## src/rtl/wb_mem_tester.sv

```systemverilog
// Wishbone memory tester: writes an address^seed pattern across a word range,
// reads it back and reports the first mismatch, bus error/retry or timeout.
module wb_mem_tester #(
  parameter int unsigned TIMEOUT = 255
) (
  input  logic        clk,
  input  logic        rst_n,
  input  logic        start,
  input  logic [31:0] base_adr,
  input  logic [15:0] word_cnt,
  input  logic [31:0] seed,
  output logic        busy,
  output logic        done,
  output logic        pass,
  output logic        fail,
  output logic [1:0]  status,
  output logic [31:0] err_adr,
  output logic [31:0] err_exp,
  output logic [31:0] err_got,
  output logic [31:0] adr,
  output logic [31:0] dout,
  output logic        cyc,
  output logic        stb,
  output logic [3:0]  sel,
  output logic        we,
  input  logic [31:0] din,
  input  logic        ack,
  input  logic        err,
  input  logic        rty
);

  localparam logic [2:0] S_IDLE   = 3'd0;
  localparam logic [2:0] S_WRITE  = 3'd1;
  localparam logic [2:0] S_WGAP   = 3'd2;
  localparam logic [2:0] S_READ   = 3'd3;
  localparam logic [2:0] S_RGAP   = 3'd4;
  localparam logic [2:0] S_FINISH = 3'd5;

  localparam logic [1:0] ST_OK       = 2'b00;
  localparam logic [1:0] ST_MISMATCH = 2'b01;
  localparam logic [1:0] ST_BUS      = 2'b10;
  localparam logic [1:0] ST_TIMEOUT  = 2'b11;

  // The counter starts at 0 on the entry edge, so hitting TIMEOUT-1 on a
  // sampling edge means the request has been held for exactly TIMEOUT cycles.
  localparam logic [7:0] WAIT_LAST = 8'(TIMEOUT - 1);

  logic [2:0]  st_q, st_d;
  logic [31:0] base_q, base_d;
  logic [15:0] cnt_q, cnt_d;
  logic [31:0] seed_q, seed_d;
  logic [15:0] idx_q, idx_d;
  logic [7:0]  wait_q, wait_d;
  logic        busy_q, busy_d;
  logic        done_q, done_d;
  logic        pass_q, pass_d;
  logic        fail_q, fail_d;
  logic [1:0]  status_q, status_d;
  logic [31:0] err_adr_q, err_adr_d;
  logic [31:0] err_exp_q, err_exp_d;
  logic [31:0] err_got_q, err_got_d;
  logic [31:0] adr_q, adr_d;
  logic [31:0] dout_q, dout_d;
  logic        cyc_q, cyc_d;
  logic        stb_q, stb_d;
  logic [3:0]  sel_q, sel_d;
  logic        we_q, we_d;

  logic [31:0] pat;
  logic [31:0] adr_inc;
  logic [16:0] idx_inc;
  logic        more;
  logic        abort;

  assign pat     = adr_q ^ seed_q;
  assign adr_inc = adr_q + 32'd4;
  assign idx_inc = {1'b0, idx_q} + 17'd1;
  assign more    = idx_inc < {1'b0, cnt_q};

  always_comb begin
    st_d      = st_q;
    base_d    = base_q;
    cnt_d     = cnt_q;
    seed_d    = seed_q;
    idx_d     = idx_q;
    wait_d    = wait_q;
    busy_d    = busy_q;
    done_d    = 1'b0;
    pass_d    = pass_q;
    fail_d    = fail_q;
    status_d  = status_q;
    err_adr_d = err_adr_q;
    err_exp_d = err_exp_q;
    err_got_d = err_got_q;
    adr_d     = adr_q;
    dout_d    = dout_q;
    cyc_d     = cyc_q;
    stb_d     = stb_q;
    sel_d     = sel_q;
    we_d      = we_q;
    abort     = 1'b0;

    case (st_q)
      S_IDLE: begin
        if (start) begin
          pass_d    = 1'b0;
          fail_d    = 1'b0;
          status_d  = ST_OK;
          err_adr_d = '0;
          err_exp_d = '0;
          err_got_d = '0;
          if (word_cnt == '0) begin
            st_d = S_FINISH;
          end else begin
            base_d = base_adr;
            cnt_d  = word_cnt;
            seed_d = seed;
            idx_d  = '0;
            busy_d = 1'b1;
            adr_d  = base_adr;
            dout_d = base_adr ^ seed;
            cyc_d  = 1'b1;
            stb_d  = 1'b1;
            we_d   = 1'b1;
            sel_d  = '1;
            wait_d = '0;
            st_d   = S_WRITE;
          end
        end
      end
      S_WRITE, S_READ: begin
        if (err || rty) begin
          abort    = 1'b1;
          status_d = ST_BUS;
        end else if (ack) begin
          cyc_d = 1'b0;
          stb_d = 1'b0;
          we_d  = 1'b0;
          sel_d = '0;
          if (st_q == S_WRITE) begin
            st_d = S_WGAP;
          end else if (din != pat) begin
            err_adr_d = adr_q;
            err_exp_d = pat;
            err_got_d = din;
            status_d  = ST_MISMATCH;
            st_d      = S_FINISH;
          end else begin
            st_d = S_RGAP;
          end
        end else if (wait_q == WAIT_LAST) begin
          abort    = 1'b1;
          status_d = ST_TIMEOUT;
        end else begin
          wait_d = wait_q + 8'd1;
        end
      end
      S_WGAP: begin
        cyc_d  = 1'b1;
        stb_d  = 1'b1;
        sel_d  = '1;
        wait_d = '0;
        if (more) begin
          idx_d  = idx_inc[15:0];
          adr_d  = adr_inc;
          dout_d = adr_inc ^ seed_q;
          we_d   = 1'b1;
          st_d   = S_WRITE;
        end else begin
          idx_d = '0;
          adr_d = base_q;
          we_d  = 1'b0;
          st_d  = S_READ;
        end
      end
      S_RGAP: begin
        if (more) begin
          idx_d  = idx_inc[15:0];
          adr_d  = adr_inc;
          cyc_d  = 1'b1;
          stb_d  = 1'b1;
          sel_d  = '1;
          wait_d = '0;
          st_d   = S_READ;
        end else begin
          st_d = S_FINISH;
        end
      end
      S_FINISH: begin
        done_d = 1'b1;
        busy_d = 1'b0;
        pass_d = (status_q == ST_OK);
        fail_d = (status_q != ST_OK);
        st_d   = S_IDLE;
      end
      default: st_d = S_IDLE;
    endcase

    if (abort) begin
      cyc_d     = 1'b0;
      stb_d     = 1'b0;
      we_d      = 1'b0;
      sel_d     = '0;
      err_adr_d = adr_q;
      err_exp_d = pat;
      err_got_d = '0;
      st_d      = S_FINISH;
    end
  end

  always_ff @(posedge clk or negedge rst_n) begin
    if (!rst_n) begin
      st_q      <= S_IDLE;
      base_q    <= '0;
      cnt_q     <= '0;
      seed_q    <= '0;
      idx_q     <= '0;
      wait_q    <= '0;
      busy_q    <= 1'b0;
      done_q    <= 1'b0;
      pass_q    <= 1'b0;
      fail_q    <= 1'b0;
      status_q  <= '0;
      err_adr_q <= '0;
      err_exp_q <= '0;
      err_got_q <= '0;
      adr_q     <= '0;
      dout_q    <= '0;
      cyc_q     <= 1'b0;
      stb_q     <= 1'b0;
      sel_q     <= '0;
      we_q      <= 1'b0;
    end else begin
      st_q      <= st_d;
      base_q    <= base_d;
      cnt_q     <= cnt_d;
      seed_q    <= seed_d;
      idx_q     <= idx_d;
      wait_q    <= wait_d;
      busy_q    <= busy_d;
      done_q    <= done_d;
      pass_q    <= pass_d;
      fail_q    <= fail_d;
      status_q  <= status_d;
      err_adr_q <= err_adr_d;
      err_exp_q <= err_exp_d;
      err_got_q <= err_got_d;
      adr_q     <= adr_d;
      dout_q    <= dout_d;
      cyc_q     <= cyc_d;
      stb_q     <= stb_d;
      sel_q     <= sel_d;
      we_q      <= we_d;
    end
  end

  assign busy    = busy_q;
  assign done    = done_q;
  assign pass    = pass_q;
  assign fail    = fail_q;
  assign status  = status_q;
  assign err_adr = err_adr_q;
  assign err_exp = err_exp_q;
  assign err_got = err_got_q;
  assign adr     = adr_q;
  assign dout    = dout_q;
  assign cyc     = cyc_q;
  assign stb     = stb_q;
  assign sel     = sel_q;
  assign we      = we_q;

endmodule

```

## config.mk

```make
export PLATFORM = sky130hd
export DESIGN_NAME = wb_mem_tester
export DESIGN_NICKNAME = d
export VERILOG_FILES = /design/src/rtl/wb_mem_tester.sv
export SDC_FILE = /design/constraint.sdc
export NUM_CORES = 1
export LEC_CHECK = 0
export CORE_MARGIN = 5
export CORE_UTILIZATION = 50
export CTS_CLUSTER_SIZE = 28
export DETAILED_ROUTE_END_ITERATION = 7
export PLACE_DENSITY = 0.74
export SETUP_SLACK_MARGIN = 0.3
export SYNTH_ARGS = -nofsm -noshare
export SYNTH_HDL_FRONTEND = slang
export SYNTH_SLANG_ARGS = --single-unit
```

## constraint.sdc

```tcl
create_clock -name clk -period 4.4 [get_ports clk]
set_input_delay 0.88 -clock clk [delete_from_list [all_inputs] [get_ports clk]]
set_output_delay 0.88 -clock clk [all_outputs]
set_load 0.1 [all_outputs]
```

Yosys cells after proc, flatten, opt, wreduce, memory -nomap -nowiden
Index checks and enable logic that the tools add are counted.
{"block": "classes", "n_addsub": 3, "multipliers": 0, "div": 0, "magnitude_cmp": 1, "eq_ne": 24, "n_shift": 0, "muxes": 83, "n_bitwise": 4, "n_reduce_logical": 25}
{"op": "2-to-1 mux 32 bit", "n": 23}
{"op": "case mux 32 bit (2 select lines)", "n": 4}
{"op": "case mux 32 bit (3 select lines)", "n": 1}
{"op": "XOR 32 bit", "n": 3}
{"op": "2-to-1 mux 16 bit", "n": 4}
{"op": "2-to-1 mux 8 bit", "n": 6}
{"op": "case mux 16 bit (3 select lines)", "n": 1}
{"op": "adder 32 x 3 -> 32 bit (second input constant)", "n": 1}
{"op": "!= test 32 bit", "n": 1}
{"op": "case mux 8 bit (4 select lines)", "n": 1}
{"op": "2-to-1 mux 4 bit", "n": 6}
{"op": "2-to-1 mux 3 bit", "n": 7}
{"op": "!= test 3 bit (second input constant)", "n": 7}
{"op": "adder 16 x 1 -> 17 bit (second input constant)", "n": 1}
{"op": "less-than comparator 17 x 16 -> 1 bit", "n": 1}
{"op": "logical NOT 16 bit", "n": 1}
{"op": "case mux 4 bit (4 select lines)", "n": 1}
{"op": "2-to-1 mux 1 bit", "n": 15}
{"op": "2-to-1 mux 2 bit", "n": 7}
{"op": "!= test 2 bit (second input constant)", "n": 7}
{"op": "!= test 4 bit (second input constant)", "n": 3}
{"op": "case mux 3 bit (4 select lines)", "n": 1}
{"op": "AND reduction 6 bit", "n": 2}
{"op": "AND reduction 5 bit", "n": 2}
{"op": "22 further kinds", "n": 34}
{"block": "word_totals", "ff_bits": 279, "latch_bits": 0, "mem_bits_rw": 0, "mem_bits_ro": 0, "word_cells": 159, "n_memories": 0}

Logic depth before layout (Yosys ltp)
{"block": "logic_depth", "ltp_word": 8, "mapped_depth": 17, "mapped_depth_nobuf": 14}

Worst setup path after synthesis
No wires, ideal clock.
{"block": "synth_path", "path_type": "flip-flop to flip-flop", "from": "register idx_q[0]", "to": "register adr_q[13], in the netlist adr[13]", "setup_time_ps": 121, "arrival_time_ps": 3574, "path_slack_ps": 705, "path_stages_with_launch": 17, "n_path_buf": 2, "path_cell_list": "dfrtp_1 -> ha_1 -> nand3_1 -> or3_1 -> clkbuf_1 -> nor2_1 -> nand3_1 -> xnor2_1 -> ha_1 -> a21o_1 -> a21oi_1 -> o31a_1 -> nand4_1 -> a21boi_1 -> clkbuf_1 -> o31ai_1 -> a22o_1"}
{"block": "synth_between", "elab_chain_len": 4}
{"item": "start: declaration", "line": "52", "rtl": "logic [15:0] idx_q, idx_d;"}
{"item": "start signal: assignment", "line": "238", "rtl": "idx_q <= idx_d;"}
{"item": "adder 16 x 1 -> 17 bit *", "line": "77", "rtl": "assign idx_inc = {1'b0, idx_q} + 17'd1;"}
{"item": "less-than comparator 17 x 16 -> 1 bit *", "line": "78", "rtl": "assign more = idx_inc < {1'b0, cnt_q};"}
{"item": "!= test 2 bit (no line) or 2-to-1 mux 32 bit (tied branches)"}
{"item": "AND reduction 4 bit (no line) or case mux 32 bit (3 select lines) (tied branches)"}
{"item": "end signal: assignment", "line": "248", "rtl": "adr_q <= adr_d;"}
{"item": "end: declaration", "line": "62", "rtl": "logic [31:0] adr_q, adr_d;"}
Every way passes the cells marked *; elsewhere a longest branch is shown, timed or not.
A chain may end at the register's enable or synchronous reset.

Final worst setup path
{"block": "layout_path", "from": "register idx_q[0]", "to": "register adr_q[10], in the netlist adr[10]"}
Same word-level chain as after synthesis.

==> flow_summary.yaml <==
run_status:
  status: "finished, final reports clean"
worst_setup_path:
  cp.required_ps: 4860
  critical_path_class: "flop to flop"
  critPathLaunchType: "flop"
  endpoint_kind: "flop"
  crit_path_max_fanout: 24
  arrival_ps: 4360
clock_network:
  cts.clk_slew.worst_paths_ps: 70
  h-tree-depth: 1
  clk_latency_ps: 570
  cts_inserted_buffers: 30
  cts_sinks: 275
  cts_tree: "yes"
  cts.path.max_buffers: 3
  root_buffer: "clkbuf_16"
  postCtsHoldBufs: 0
die:
  core_um2: 27900
  start_util: 0.510
  dieHeight_um: 179
  die-area_um2: 31900
  die_w_um: 179
  row_count: 61
  boundaryPins: 291
layout:
  fin_nets: 1780
  drive_gt1_frac: 0.117
  syn_to_final_growth_pct: 31.3
  nFillCells: 2197
sta:
  fin_skew_ps: 20.9
  rsz0062_at_grt: "yes"
  tns_ps: 0
  finalCriticalPeriod_ps: 3900
  hold_viol: 0
  max_clock_freq_mhz: 256
  max-slew-margin-rel: 0.256
  tightest_slew_ps: 1110
  period_share: 0.887
  setup_ws_ps: 497
  drv_slew: 0
  finalSetupViolations: 0
synth:
  synthFlopType: "dfrtp_1"
  ys_seq_area_frac: 0.483
  synthCells: 1385
  syn_avg_cell_area_um2: 10.3
  syn_area_um2: 14200
  synth-seq-cells: 275
  synth-async-reset-ratio: 1.00
  ys_types: 66
  yosysWarnings: 0
  syn-num-nets: 1522
  synth_edf_count: 0
grt:
  grt_use_total: 0.280
  overflow: 0
  grt_pass1_wl_um: 69800
  grt_pass1_vias: 12100
  grt_antenna_before_repair: 2
  grt_max_degree: 120
job:
  maxCapViolations: 0
drt:
  drt_iter0_drc: 1141
  route.detailed.drc: 0
  vias: 12000
  vias_per_cell: 5.88
  wire_per_inst_um: 22.3
  ant_nets: 0
  wl_um: 45500
  drt_pass1_iterations: 7
placed_design:
  port-buffer-count: 290
  dp_slack_ps: 269
  gp_congestion: 0.889
  dp_hpwl_um: 32400
min_path:
  min_path_type: "primary input to asynchronous set/reset pin"
[what timing repair did]
| item | CTS | global route |
|---|---|---|
| resized for setup | 4 | 4 |
| setup buffers | 0 | 5 |
| pin swaps | 0 | 4 |
| setup endpoints to repair | 5 | 81 |
[per-layer routing]
layer,GRT usage,up-vias,wire length [um]
met3,0.0519,66,3790
met2,0.455,517,21500
met4,0.0588,2,884
met1,0.397,5999,19300
met5,0,-,13
li1,-,5443,-
[synthesized netlist by cell type (all sizes together) (8+ instances only)]
master,number,area (um2)
xnor3,22,495
nand2,154,578
o21ai,110,551
nand4,23,144
nand3,106,531
a221oi,14,123
ha,19,238
o31ai,14,105
xnor2,88,778
and3,10,62.6
inv,37,139
nor3,12,60.1
clkbuf,71,268
buf,32,200
a22o,40,350
xor2,34,298
or4,8,63.8
a21oi,60,315
dfrtp,275,6880
mux2,85,957
nor2,68,255
[stage by stage]
step / utilization / cells / area, um2 / hold slack, ps
after global placement: 0.629 / 1984 / 17600 / 464
after CTS: 0.667 / 2037 / 18600 / 450
final: 0.669 / 2044 / 18700 / 413
after detailed placement: 0.629 / 1984 / 17600 / 469
after global routing: 0.669 / 2043 / 18700 / 478
after floorplan: - / 1385 / 14200 / 472
[cells by family (layout without fill, tap and decap cells)]
group                    count (synthesis)  after routing  share of synthesized area
buffers and inverters                  140            419                     0.0426
multiplexers                            86             86                     0.0679
other                                    0              2                          0
adder cells (fa/ha/maj)                 19             19                     0.0167
XOR/XNOR                               146            146                      0.114
AND/OR/NAND/NOR                        415            415                      0.135
flip-flops                             275            275                      0.483
AO/OA/AOI/OAI                          304            304                      0.141
[cell type report]
cell class                 instances  area, um2  share of cell area
timing repair buffer             329       3310               0.177
antenna                            2       5.00            0.000268
clock buffer                      42        846              0.0452
multi-input combinational        970       6850               0.366
sequential                       275       6880               0.368
inverter                          37        139             0.00743
clock inverter                    11        191              0.0102
tap                              378        473              0.0253
[flip-flops by register name, indices dropped and copies added (netlist names)]
| signal | flops |
|---|---|
| err_exp | 32 |
| idx_q | 16 |
| err_adr | 32 |
| dout | 32 |
| st_q | 3 |
| base_q | 32 |
| pass | 1 |
| seed_q | 32 |
| status | 2 |
| fail | 1 |
| done | 1 |
| busy | 1 |
| adr | 32 |
| cnt_q | 16 |
| sel | 1 |
| we | 1 |
| wait_q | 8 |
| err_got | 32 |
[worst paths after layout]
kind	start	endpoint	slack [ps]	cells past startpoint
worst max-delay path	idx_q[0]$_DFFE_PN0P_	adr[10]$_DFFE_PN0P_	500	14
worst min-delay path	rst_n	adr[31]$_DFFE_PN0P_	410	1
worst max register to register	idx_q[0]$_DFFE_PN0P_	adr[10]$_DFFE_PN0P_	500	14
worst min register to register	dout[9]$_DFFE_PN0P_	dout[9]$_DFFE_PN0P_	480	2
max in group asynchronous	rst_n	dout[14]$_DFFE_PN0P_	2920	2
min in group clk	dout[9]$_DFFE_PN0P_	dout[9]$_DFFE_PN0P_	480	2
[critical path, stage by stage (launching register included)]
cell      delay, ps
dfrtp_1         430
ha_2            260
nand3_1         120
or3_4           450
nor2_2          190
xor2_1          200
ha_1            280
a21oi_1         140
o21ai_0          90
o21bai_1        370
nand4_1         310
a21boi_2        230
buf_4           300
o21ai_0         140
a211o_1         300
[cells in the final DEF (no fill, tap or decap), types with 22 or more instances in the layout]
master	Yosys	final
mux2_2	85	85
nand3_1	106	105
nand2_1	154	153
nor2_1	68	67
o21ai_1	32	32
buf_4	12	30
clkdlybuf4s50_1	0	289
inv_1	37	37
nand4_1	23	23
o21ai_0	78	78
a22o_1	40	39
xnor3_1	22	22
a21oi_1	58	58
clkbuf_16	0	30
xnor2_1	87	86
xor2_1	34	34
dfrtp_1	275	275
Power is left out: the tool's default activity adds up to more than one toggle a clock period on the data nets, which glitch-free logic cannot reach.
